File: config.mk
export PLATFORM = sky130hd
export DESIGN_NAME = conv1d_host_sequencer
export DESIGN_NICKNAME = d
export VERILOG_FILES = /design/src/rtl/conv1d_pkg.sv /design/src/rtl/ring_addr_gen.sv /design/src/rtl/conv1d_host_sequencer.sv
export SDC_FILE = /design/constraint.sdc
export NUM_CORES = 1
export LEC_CHECK = 0
export BUFFER_PORTS_ARGS = -buffer_cell sky130_fd_sc_hd__buf_4
export CAP_MARGIN = 20
export CORE_AREA = 2 2 266 334
export CTS_CLUSTER_SIZE = 12
export DETAILED_ROUTE_END_ITERATION = 10
export DIE_AREA = 0 0 268 336
export PLACE_DENSITY = 0.45
export SLEW_MARGIN = 20
export SYNTH_ARGS = -nofsm -noshare
export SYNTH_HDL_FRONTEND = slang
export SYNTH_SLANG_ARGS = --single-unit
File: constraint.sdc
create_clock -name clk -period 5.8 [get_ports clk]
set_clock_uncertainty 0.05 [all_clocks]
set_input_delay 0.58 -clock clk [delete_from_list [all_inputs] [get_ports clk]]
set_output_delay 0.58 -clock clk [all_outputs]
set_load 0.1 [all_outputs]
File: src/rtl/conv1d_pkg.sv
`default_nettype none
// ============================================================================
// Module   : conv1d_pkg
// Desc     : Shared FSM states, config addresses and conv1d command codes.
// Revision : 1.0 - initial release
// ============================================================================
package conv1d_pkg;

    typedef enum logic [3:0] {
        ST_IDLE     = 4'd0,
        ST_LOAD_IN  = 4'd1,
        ST_LOAD_FLT = 4'd2,
        ST_PARAMS   = 4'd3,
        ST_START    = 4'd4,
        ST_POLL     = 4'd5,
        ST_READ     = 4'd6,
        ST_RESP     = 4'd7
    } seq_state_e;

    localparam logic [3:0] c_cfg_input_offset = 4'd0;
    localparam logic [3:0] c_cfg_input_depth  = 4'd1;
    localparam logic [3:0] c_cfg_start_x      = 4'd2;
    localparam logic [3:0] c_cfg_bias         = 4'd3;
    localparam logic [3:0] c_cfg_multiplier   = 4'd4;
    localparam logic [3:0] c_cfg_shift        = 4'd5;
    localparam logic [3:0] c_cfg_act_min      = 4'd6;
    localparam logic [3:0] c_cfg_act_max      = 4'd7;
    localparam logic [3:0] c_cfg_out_offset   = 4'd8;
    localparam logic [3:0] c_cfg_in_base      = 4'd9;
    localparam logic [3:0] c_cfg_in_len       = 4'd10;
    localparam logic [3:0] c_cfg_flt_len      = 4'd11;

    localparam logic [6:0] c_cmd_load_in      = 7'd1;
    localparam logic [6:0] c_cmd_load_flt     = 7'd2;
    localparam logic [6:0] c_cmd_input_offset = 7'd3;
    localparam logic [6:0] c_cmd_input_depth  = 7'd5;
    localparam logic [6:0] c_cmd_start        = 7'd6;
    localparam logic [6:0] c_cmd_read         = 7'd7;
    localparam logic [6:0] c_cmd_start_x      = 7'd8;
    localparam logic [6:0] c_cmd_poll         = 7'd9;
    localparam logic [6:0] c_cmd_bias         = 7'd12;
    localparam logic [6:0] c_cmd_multiplier   = 7'd13;
    localparam logic [6:0] c_cmd_shift        = 7'd14;
    localparam logic [6:0] c_cmd_act_min      = 7'd15;
    localparam logic [6:0] c_cmd_act_max      = 7'd16;
    localparam logic [6:0] c_cmd_out_offset   = 7'd17;

    localparam logic [3:0] c_num_params = 4'd9;

    // Command issued in each PARAMS slot, in issue order.
    function automatic logic [6:0] param_cmd(input logic [3:0] idx);
        logic [6:0] cmd;
        cmd = 7'd0;
        case (idx)
            4'd0:    cmd = c_cmd_input_offset;
            4'd1:    cmd = c_cmd_input_depth;
            4'd2:    cmd = c_cmd_start_x;
            4'd3:    cmd = c_cmd_bias;
            4'd4:    cmd = c_cmd_multiplier;
            4'd5:    cmd = c_cmd_shift;
            4'd6:    cmd = c_cmd_act_min;
            4'd7:    cmd = c_cmd_act_max;
            4'd8:    cmd = c_cmd_out_offset;
            default: cmd = 7'd0;
        endcase
        return cmd;
    endfunction

endpackage
`default_nettype wire

File: src/rtl/ring_addr_gen.sv
`default_nettype none
// ============================================================================
// Module   : ring_addr_gen
// Desc     : Load index counter with ring-wrapped input address generation.
// Revision : 1.0 - initial release
// ============================================================================
module ring_addr_gen #(
    parameter int IDX_W  = 32,
    parameter int BASE_W = 10
) (
    input  logic              clk,
    input  logic              reset_n,
    input  logic              i_clear,
    input  logic              i_step,
    input  logic              i_flt,
    input  logic [BASE_W-1:0] i_base,
    input  logic [IDX_W-1:0]  i_depth,
    output logic [IDX_W-1:0]  o_idx,
    output logic [IDX_W-1:0]  o_addr
);

    logic [IDX_W-1:0] r_idx;
    logic [IDX_W-1:0] w_ring;
    logic [IDX_W-1:0] w_sum;
    logic             w_wrap;

    always_ff @(posedge clk or negedge reset_n) begin
        if (!reset_n) begin
            r_idx <= '0;
        end else if (i_clear) begin
            r_idx <= '0;
        end else if (i_step) begin
            r_idx <= r_idx + IDX_W'(1);
        end
    end

    // Ring is 8 entries per unit of depth; a zero ring disables wrapping.
    assign w_ring = i_depth << 3;
    assign w_sum  = IDX_W'(i_base) + r_idx;
    assign w_wrap = (w_ring != '0) && (w_sum >= w_ring);

    assign o_idx  = r_idx;
    assign o_addr = i_flt ? r_idx : (w_wrap ? (w_sum - w_ring) : w_sum);

endmodule
`default_nettype wire

File: src/rtl/conv1d_host_sequencer.sv
`default_nettype none
// ============================================================================
// Module   : conv1d_host_sequencer
// Desc     : Drives a conv1d target: buffer loads, params, start, poll, read.
// Revision : 1.0 - initial release
// ============================================================================
module conv1d_host_sequencer
    import conv1d_pkg::*;
#(
    parameter int BYTE_SIZE    = 8,
    parameter int INT32_SIZE   = 32,
    parameter int BUF_ADDR_W   = 10,
    parameter int POLL_TIMEOUT = 4096
) (
    input  logic                  clk,
    input  logic                  reset_n,
    input  logic                  cfg_we,
    input  logic [3:0]            cfg_addr,
    input  logic [INT32_SIZE-1:0] cfg_wdata,
    input  logic                  go,
    output logic                  busy,
    input  logic                  byte_valid,
    output logic                  byte_ready,
    input  logic [BYTE_SIZE-1:0]  byte_data,
    output logic                  res_valid,
    input  logic                  res_ready,
    output logic [INT32_SIZE-1:0] res_data,
    output logic                  res_timeout,
    output logic                  cfu_en,
    output logic [6:0]            cfu_cmd,
    output logic [INT32_SIZE-1:0] cfu_inp0,
    output logic [INT32_SIZE-1:0] cfu_inp1,
    input  logic [INT32_SIZE-1:0] cfu_ret
);

    localparam int c_poll_w = $clog2(POLL_TIMEOUT + 1);
    localparam logic [c_poll_w-1:0]   c_poll_last = c_poll_w'(POLL_TIMEOUT - 1);
    localparam logic [INT32_SIZE-1:0] c_one       = INT32_SIZE'(1);

    seq_state_e r_state;
    seq_state_e w_state_nxt;

    logic [INT32_SIZE-1:0] r_input_offset;
    logic [INT32_SIZE-1:0] r_input_depth;
    logic [INT32_SIZE-1:0] r_start_x;
    logic [INT32_SIZE-1:0] r_bias;
    logic [INT32_SIZE-1:0] r_multiplier;
    logic [INT32_SIZE-1:0] r_shift;
    logic [INT32_SIZE-1:0] r_act_min;
    logic [INT32_SIZE-1:0] r_act_max;
    logic [INT32_SIZE-1:0] r_out_offset;
    logic [BUF_ADDR_W-1:0] r_in_base;
    logic [INT32_SIZE-1:0] r_in_len;
    logic [INT32_SIZE-1:0] r_flt_len;

    logic [3:0]            r_pcnt;
    logic [c_poll_w-1:0]   r_poll_cnt;
    logic                  r_poll_prev;
    logic                  r_read_wait;
    logic [INT32_SIZE-1:0] r_res_data;
    logic                  r_res_timeout;

    logic                  w_hs;
    logic                  w_load_last;
    logic                  w_done;
    logic                  w_timeout;
    logic [INT32_SIZE-1:0] w_idx;
    logic [INT32_SIZE-1:0] w_addr;
    logic [INT32_SIZE-1:0] w_param_val;
    logic [INT32_SIZE-1:0] w_byte_ext;

    ring_addr_gen #(
        .IDX_W  (INT32_SIZE),
        .BASE_W (BUF_ADDR_W)
    ) u_ring_addr_gen (
        .clk     (clk),
        .reset_n (reset_n),
        .i_clear ((r_state == ST_IDLE) || w_load_last),
        .i_step  (w_hs),
        .i_flt   (r_state == ST_LOAD_FLT),
        .i_base  (r_in_base),
        .i_depth (r_input_depth),
        .o_idx   (w_idx),
        .o_addr  (w_addr)
    );

    assign w_byte_ext  = {{(INT32_SIZE-BYTE_SIZE){1'b0}}, byte_data};
    // A done bit is only meaningful when the previous cycle carried a poll.
    assign w_done      = r_poll_prev && cfu_ret[0];
    assign w_timeout   = (r_state == ST_POLL) && !w_done && (r_poll_cnt == c_poll_last);
    assign busy        = (r_state != ST_IDLE);
    assign res_valid   = (r_state == ST_RESP);
    assign res_data    = r_res_data;
    assign res_timeout = r_res_timeout;

    always_comb begin
        w_param_val = '0;
        case (r_pcnt)
            4'd0:    w_param_val = r_input_offset;
            4'd1:    w_param_val = r_input_depth;
            4'd2:    w_param_val = r_start_x;
            4'd3:    w_param_val = r_bias;
            4'd4:    w_param_val = r_multiplier;
            4'd5:    w_param_val = r_shift;
            4'd6:    w_param_val = r_act_min;
            4'd7:    w_param_val = r_act_max;
            4'd8:    w_param_val = r_out_offset;
            default: w_param_val = '0;
        endcase
    end

    always_ff @(posedge clk or negedge reset_n) begin
        if (!reset_n) begin
            r_state <= ST_IDLE;
        end else begin
            r_state <= w_state_nxt;
        end
    end

    always_comb begin
        w_state_nxt = r_state;
        cfu_en      = 1'b0;
        cfu_cmd     = 7'd0;
        cfu_inp0    = '0;
        cfu_inp1    = '0;
        byte_ready  = 1'b0;
        w_hs        = 1'b0;
        w_load_last = 1'b0;
        case (r_state)
            ST_IDLE: begin
                if (go) begin
                    if (r_in_len != '0) begin
                        w_state_nxt = ST_LOAD_IN;
                    end else if (r_flt_len != '0) begin
                        w_state_nxt = ST_LOAD_FLT;
                    end else begin
                        w_state_nxt = ST_PARAMS;
                    end
                end
            end
            ST_LOAD_IN: begin
                byte_ready = 1'b1;
                if (byte_valid) begin
                    w_hs     = 1'b1;
                    cfu_en   = 1'b1;
                    cfu_cmd  = c_cmd_load_in;
                    cfu_inp0 = w_addr;
                    cfu_inp1 = w_byte_ext;
                    if (w_idx == r_in_len - c_one) begin
                        w_load_last = 1'b1;
                        w_state_nxt = (r_flt_len != '0) ? ST_LOAD_FLT : ST_PARAMS;
                    end
                end
            end
            ST_LOAD_FLT: begin
                byte_ready = 1'b1;
                if (byte_valid) begin
                    w_hs     = 1'b1;
                    cfu_en   = 1'b1;
                    cfu_cmd  = c_cmd_load_flt;
                    cfu_inp0 = w_addr;
                    cfu_inp1 = w_byte_ext;
                    if (w_idx == r_flt_len - c_one) begin
                        w_load_last = 1'b1;
                        w_state_nxt = ST_PARAMS;
                    end
                end
            end
            ST_PARAMS: begin
                cfu_en   = 1'b1;
                cfu_cmd  = param_cmd(r_pcnt);
                cfu_inp1 = w_param_val;
                if (r_pcnt == c_num_params - 4'd1) begin
                    w_state_nxt = ST_START;
                end
            end
            ST_START: begin
                cfu_en      = 1'b1;
                cfu_cmd     = c_cmd_start;
                w_state_nxt = ST_POLL;
            end
            ST_POLL: begin
                cfu_en  = 1'b1;
                cfu_cmd = c_cmd_poll;
                if (w_done) begin
                    w_state_nxt = ST_READ;
                end else if (w_timeout) begin
                    w_state_nxt = ST_RESP;
                end
            end
            ST_READ: begin
                // First cycle issues the read; second cycle captures its return.
                if (!r_read_wait) begin
                    cfu_en  = 1'b1;
                    cfu_cmd = c_cmd_read;
                end else begin
                    w_state_nxt = ST_RESP;
                end
            end
            ST_RESP: begin
                if (res_ready) begin
                    w_state_nxt = ST_IDLE;
                end
            end
            default: w_state_nxt = ST_IDLE;
        endcase
    end

    always_ff @(posedge clk or negedge reset_n) begin
        if (!reset_n) begin
            r_input_offset <= '0;
            r_input_depth  <= '0;
            r_start_x      <= '0;
            r_bias         <= '0;
            r_multiplier   <= '0;
            r_shift        <= '0;
            r_act_min      <= '0;
            r_act_max      <= '0;
            r_out_offset   <= '0;
            r_in_base      <= '0;
            r_in_len       <= '0;
            r_flt_len      <= '0;
        end else if (cfg_we && (r_state == ST_IDLE)) begin
            case (cfg_addr)
                c_cfg_input_offset: r_input_offset <= cfg_wdata;
                c_cfg_input_depth:  r_input_depth  <= cfg_wdata;
                c_cfg_start_x:      r_start_x      <= cfg_wdata;
                c_cfg_bias:         r_bias         <= cfg_wdata;
                c_cfg_multiplier:   r_multiplier   <= cfg_wdata;
                c_cfg_shift:        r_shift        <= cfg_wdata;
                c_cfg_act_min:      r_act_min      <= cfg_wdata;
                c_cfg_act_max:      r_act_max      <= cfg_wdata;
                c_cfg_out_offset:   r_out_offset   <= cfg_wdata;
                c_cfg_in_base:      r_in_base      <= cfg_wdata[BUF_ADDR_W-1:0];
                c_cfg_in_len:       r_in_len       <= cfg_wdata;
                c_cfg_flt_len:      r_flt_len      <= cfg_wdata;
                default: ;
            endcase
        end
    end

    always_ff @(posedge clk or negedge reset_n) begin
        if (!reset_n) begin
            r_pcnt        <= '0;
            r_poll_cnt    <= '0;
            r_poll_prev   <= 1'b0;
            r_read_wait   <= 1'b0;
            r_res_data    <= '0;
            r_res_timeout <= 1'b0;
        end else begin
            r_pcnt      <= (r_state == ST_PARAMS) ? r_pcnt + 4'd1 : 4'd0;
            r_poll_cnt  <= (r_state == ST_POLL) ? r_poll_cnt + c_poll_w'(1) : '0;
            r_poll_prev <= (r_state == ST_POLL);
            r_read_wait <= (r_state == ST_READ) && !r_read_wait;
            if (w_timeout) begin
                r_res_data    <= '0;
                r_res_timeout <= 1'b1;
            end else if ((r_state == ST_READ) && r_read_wait) begin
                r_res_data    <= cfu_ret;
                r_res_timeout <= 1'b0;
            end
        end
    end

endmodule
`default_nettype wire

# [After elaboration in Yosys (flattened, before gate mapping)]
# Memory sizes are Yosys's and may differ from the RTL's.
# Index checks and enable logic that the tools add are counted.
[op_classes] magnitude_cmp=1 n_addsub=7 div_mod_pow=0 mux=42 reduce_logical=34 eq_ne=38 shift=0 n_mul=0 bitwise=0
[ops] op="$pmux 32 s9" n=1
[ops] op="$mux 32" n=8
[ops] op="$reduce_bool 32->1" n=3
[ops] op="$eq 32x32->1" n=2
[ops] op="$pmux 32 s2" n=1
[ops] op="$sub 32x1->32 const B" n=2
[ops] op="$eq 4x3->1 const B" n=12
[ops] op="$mux 4" n=11
[ops] op="$pmux 7 s6" n=1
[ops] op="$add 10x32->32" n=1
[ops] op="$add 32x1->32 const B" n=1
[ops] op="$ge 32x32->1" n=1
[ops] op="$pmux 4 s8" n=1
[ops] op="$sub 32x32->32" n=1
[ops] op="$eq 4x2->1 const B" n=6
[ops] op="$reduce_and 2->1" n=12
[ops] op="$eq 4x4->1 const B" n=5
[ops] op="$ne 2x2->1 const B" n=7
[ops] op="$add 13x1->13 const B" n=1
[ops] op="$eq 13x12->1 const B" n=1
[ops] op="$mux 13" n=1
[ops] op="$eq 4x1->1 const B" n=3
[ops] op="$logic_not 4->1" n=3
[ops] op="$mux 1" n=12
[ops] op="16 further kinds" n=25
[word_totals] latchBits=0 inputBits=82 out_inout_bits=108 n_memories=1 ram_bits=0 rom_bits=80 reg_bits=450
[memory_table] name="(no name shown)" depth=16 word_bits=5 read_ports=1 rd_clocked_by_memory_dff=0 write_ports=0 line_no="conv1d_pkg.sv:54" text="case (idx)"

# [Longest topological paths before layout]
[depth] depth_word=7 ltp_mapped=21 ltp_nobuf=18

# [Cells and area by module]
# Synthesis repeated with hierarchy kept, for this count alone.
[hier_totals] hier_cells=2461 area_unflattened_um2=25466.9
[by_module_without_submodules] mod="conv1d_host_sequencer" cells_per_inst=1759 seq_area_each_um2=10435.0 instances=1 area_per_inst_um2=20449.6
[by_module_without_submodules] mod="ring_addr_gen" cells_per_inst=702 seq_area_each_um2=800.8 instances=1 area_per_inst_um2=5017.3

# [Least setup slack after synthesis]
# Ideal clock, no wire load.
[synth_path] kind="register -> output" from="reg u_ring_addr_gen.r_idx[0], in the netlist u_ring_addr_gen.o_idx[0]" to="out cfu_inp0[10]" path_slack_ns=-2.639 arrival_time_ns=7.809 stages_incl_launch_ff=20 cell_sequence="dfrtp_1 -> ha_1 -> fa_1 -> a21o_1 -> a21oi_1 -> o21ai_0 -> a41oi_1 -> clkbuf_1 -> nor2_1 -> xor2_1 -> ha_1 -> and3_1 -> o31a_1 -> a2111o_1 -> a2111oi_0 -> o211ai_1 -> nand2_1 -> buf_1 -> nor3_1 -> nor4_1"
[synth_between] elab_chain_len=7 word_cells_on_any_way=8 classes_between="add/sub (2); order compare (1); mux (4); reduce/logical (1)"
[synth_lines] element="start, declared" line_no="ring_addr_gen.sv:22" text="logic [IDX_W-1:0] r_idx;"
[synth_lines] element="start signal, assigned" line_no="ring_addr_gen.sv:33" text="r_idx <= r_idx + IDX_W'(1);"
[synth_lines] element="$add 10x32->32 (*)" line_no="ring_addr_gen.sv:39" text="assign w_sum = IDX_W'(i_base) + r_idx;"
[synth_lines] element="$ge 32x32->1" line_no="ring_addr_gen.sv:40" text="assign w_wrap = (w_ring != '0) && (w_sum >= w_ring);"
[synth_lines] element="$logic_and 1x1->1" line_no="ring_addr_gen.sv:40"
[synth_lines] element="$mux 32 (*) (2 in a row)" line_no="ring_addr_gen.sv:43" text="assign o_addr = i_flt ? r_idx : (w_wrap ? (w_sum - w_ring) : w_sum);"
[synth_lines] element="$mux 32 (*)" line_no="conv1d_host_sequencer.sv:143, conv1d_host_sequencer.sv:157"
[synth_lines] element="$mux 32 (*)"
[synth_lines] element="end, declared" line_no="conv1d_host_sequencer.sv:31" text="output logic [INT32_SIZE-1:0] cfu_inp0,"
# Mark *: on every way between the ends. The rest lies on a longest branch, timed or not.

# [Worst setup path after layout]
[layout_path] from="reg r_in_base[1]" to="out cfu_inp0[3]"
[layout_between] elab_chain_len=7 word_cells_on_any_way=8 classes_between="add/sub (2); order compare (1); mux (4); reduce/logical (1)"
[layout_lines] element="start, declared" line_no="conv1d_host_sequencer.sv:52" text="logic [BUF_ADDR_W-1:0] r_in_base;"
[layout_lines] element="start signal, assigned" line_no="conv1d_host_sequencer.sv:234" text="c_cfg_in_base: r_in_base <= cfg_wdata[BUF_ADDR_W-1:0];"
[layout_lines] element="$add 10x32->32 (*)" line_no="ring_addr_gen.sv:39"
[layout_lines] element="$ge 32x32->1" line_no="ring_addr_gen.sv:40"
[layout_lines] element="$logic_and 1x1->1" line_no="ring_addr_gen.sv:40"
[layout_lines] element="$mux 32 (*) (2 in a row)" line_no="ring_addr_gen.sv:43"
[layout_lines] element="$mux 32 (*)" line_no="conv1d_host_sequencer.sv:143, conv1d_host_sequencer.sv:157"
[layout_lines] element="$mux 32 (*)"
# Marked as above.

==> metrics.cfg <==
[place]
dp_hpwl_mm=70.8
port_buffers=187
routabilityCongestion=0.933
pre_cts_slack_ns=-0.0942
dpl_cell_area_sq_um=29300
dp_cells=3763

[synthesis]
synth_top_family_by_area=multiplexers
synth_compound_area_frac=0.153
syn_area_sq_um=25900
ys.flop_type=dfrtp_1
synthDominantCellAreaShare=0.434
synthSimpleGateAreaFrac=0.127
synth_adder_area_share=0.0257
synth-xor-area-share=0.0551
synth_cells=2492
ys_warn_count=0
synth_area_per_cell_sq_um=10.4
yosys.area.top_type=dfrtp_1
async_flop_share=1.00
ys_seq_elements=449
seq_area_frac_synth=0.434
synth_edf_count=0
ys_top_cells_by_area=dfrtp_1 (43%), mux2_2 (16%), xnor2_1 (3.2%), nand2_1 (2.6%), ha_1 (2.4%)
synthMuxAreaShare=0.165
ys_types=91

[floorplanning]
die_x_um=268
die-height_um=336
die-area_sq_um=90000
io_pins=190
rows=121
initial_core_util=0.299
core-area_sq_um=86700

[sta]
final_hold_viol_count=0
final-setup-viol-count=29
hold_ws_ns=0.159
setup_tns_ns=-5.77
period_share=1.05
worst_slack_ns=-0.301
max_freq_ghz=0.164
min_period_ns=6.10
rsz0062_at_grt=yes
maxSlewViolCount=0
worstMarginPinSlew_ns=1.04
max-slew-margin-rel=0.306

[pwr]
power_density_nw_per_um2=633
p_clk_frac=0.159
pwr-share-comb=0.608
ir_worst_vdd_mv=0.509
leakage_nw=14.4
power_switching_mw=9.71
p_int_mw=10.7
p_seq_frac=0.233
switching_share=0.475

[clock_tree]
cts_tree=built
clk_pin_slew_ns=0.06
clk_latency_ns=0.64
cts_sinks=449
cts_made_buffers=50
clockBufferDepth=3
root_buffer=clkbuf_16
cts.htree.levels=2

[detailed_routing]
wl_per_cell_um=25.2
ant_nets=0
firstDrtPassIters=6
routed_wl_mm=98.2
drc=0
vias=21500
drt-vias-per-instance=5.52
drt-initial-drc-count=1569

[grt]
antenna_found_initial=0
gr-total-overflow=0
grt_pass1_vias=22000
grt_util_all_layers=0.217
grt_max_degree=180
grt_pass1_wl_mm=146

[setup_path]
cp_num_buf_inv=5
critPathMaxFanout=6
crit_required_ns=5.17
critical_path.cell_chain=ha_4 > a21o_1 > a21oi_2 > o211ai_1 > buf_4 > a2111oi_4 > buf_4 > buf_4 > nor4_1 > xor2_1 > ha_1 > a21oi_1 > o211ai_1 > nand2_2 > buf_6 > mux2_4 > a211oi_4 > buf_12
critical_path_arrival_ns=5.47
cp_top_family=compound AO/OA/AOI/OAI gates
critPathLaunchType=register
end_kind=output pin
critical_path_class=reg -> out
critPathSlowestCell=nor4_1
slowest_delay_ns=0.46
crit_path_frequent_cell=buf_4

[layout]
final_area_sq_um=32300
area_delta_synth_final_pct=24.4
finalNonFillerCells=3898
nFillCells=8641
final_common_cell=dfrtp_1
drive_gt1_frac=0.355
seqCellArea_sq_um=11200
diodes=0
nNetsFinal=2827
most-common-layout-cells=dfrtp_1 (447), mux2_2 (363), buf_4 (294)
multi_input_area_sq_um=14500

[run_status]
status=finished with violations
violations=negative setup slack

[worst_hold_path]
worst_hold_path_type=in -> reg

[run]
drv_cap=0

==> registers in the layout, indices dropped and copies added, names as in the netlist <==
name and count:
r_act_max 32, r_act_min 32, r_bias 32, r_flt_len 32, r_in_len 32, r_input_depth 32
r_input_offset 32, r_multiplier 32, r_out_offset 32, r_shift 32, r_start_x 32, res_data 32
u_ring_addr_gen.o_idx 32, r_poll_cnt 13, r_in_base 10, r_pcnt 4, r_state 3, r_poll_prev 1
r_read_wait 1, res_timeout 1
==> final timing paths <==
kind | startpoint | endpoint | slack (ns) | depth (start not counted)
max reg2reg | r_in_len[3] | u_ring_addr_gen.o_idx[6] | 1.20 | 8
min | cfu_ret[12] | res_data[12] | 0.16 | 3
max | r_in_base[1] | cfu_inp0[3] | -0.30 | 18
max in group asynchronous | reset_n | r_start_x[10] | 3.69 | 3
min reg2reg | r_poll_cnt[0] | r_poll_cnt[0] | 0.41 | 1
min in group asynchronous | reset_n | res_data[12] | 0.43 | 2
==> worst min-delay path, cell delays in order <==
cell and delay [ns]:
buf_4 0.11, nand2_1 0.05, a21oi_1 0.05
==> power groups by stage <==
stage               clock [mW]  combinational (mW)  sequential [mW]
floorplan                    0                7.20             5.17
global placement             0                10.5             4.75
detailed placement           0                10.6             4.80
CTS                       3.35                12.0             4.75
global route              3.48                13.2             4.86
finish                    3.24                12.4             4.76
==> final cells by class <==
cell class	instances	share of cell area
inverter	63	0.00733
clock buffer	71	0.0450
multi-input combinational	1780	0.450
clock inverter	18	0.00679
tap	1168	0.0453
timing repair buffer	349	0.0972
sequential	449	0.348
==> cells in the mapped netlist (32+ instances only) <==
cell type  number
dfrtp_1       449
mux2_2        365
nand2_1       179
clkbuf_1      154
nor2_1        118
a21oi_1       105
xnor2_1        94
o21ai_0        84
a22oi_1        70
xor2_1         69
nor3_1         64
inv_1          62
ha_1           50
nand3_1        46
nor4_1         36
buf_1          35
and3_1         32
==> metal layers <==
layer / share of wire / track usage
met1: 0.42 / 0.276
met2: 0.49 / 0.375
met3: 0.041 / 0.0233
met4: 0.040 / 0.0855
met5: 0 / 0
==> stage by stage <==
| stage | util | total power, mW |
|---|---|---|
| finish | 0.372 | 20.4 |
| floorplan | - | 12.4 |
| CTS | 0.369 | 20.1 |
| global placement | 0.338 | 15.3 |
| global route | 0.372 | 21.5 |
| detailed placement | 0.338 | 15.4 |
==> kinds of logic after synthesis <==
logic type,after synthesis
XOR/XNOR,163
flip-flops,449
adder cells (fa/ha/maj),52
buffers and inverters,264
multiplexers,381
AND/OR/NAND/NOR,639
AO/OA/AOI/OAI,543
other,1
==> timing repair <==
item / 4_1_cts / 5_1_grt
endpoints found under the setup margin: 29 / 29
hold buffers: 1 / 0
cloned: 3 / 0
endpoints found under the hold margin: 70 / 0
pin swaps: 44 / 41
resized for setup: 160 / 39
buffers inserted: 31 / 13
(Power assumes the default switching activity.)
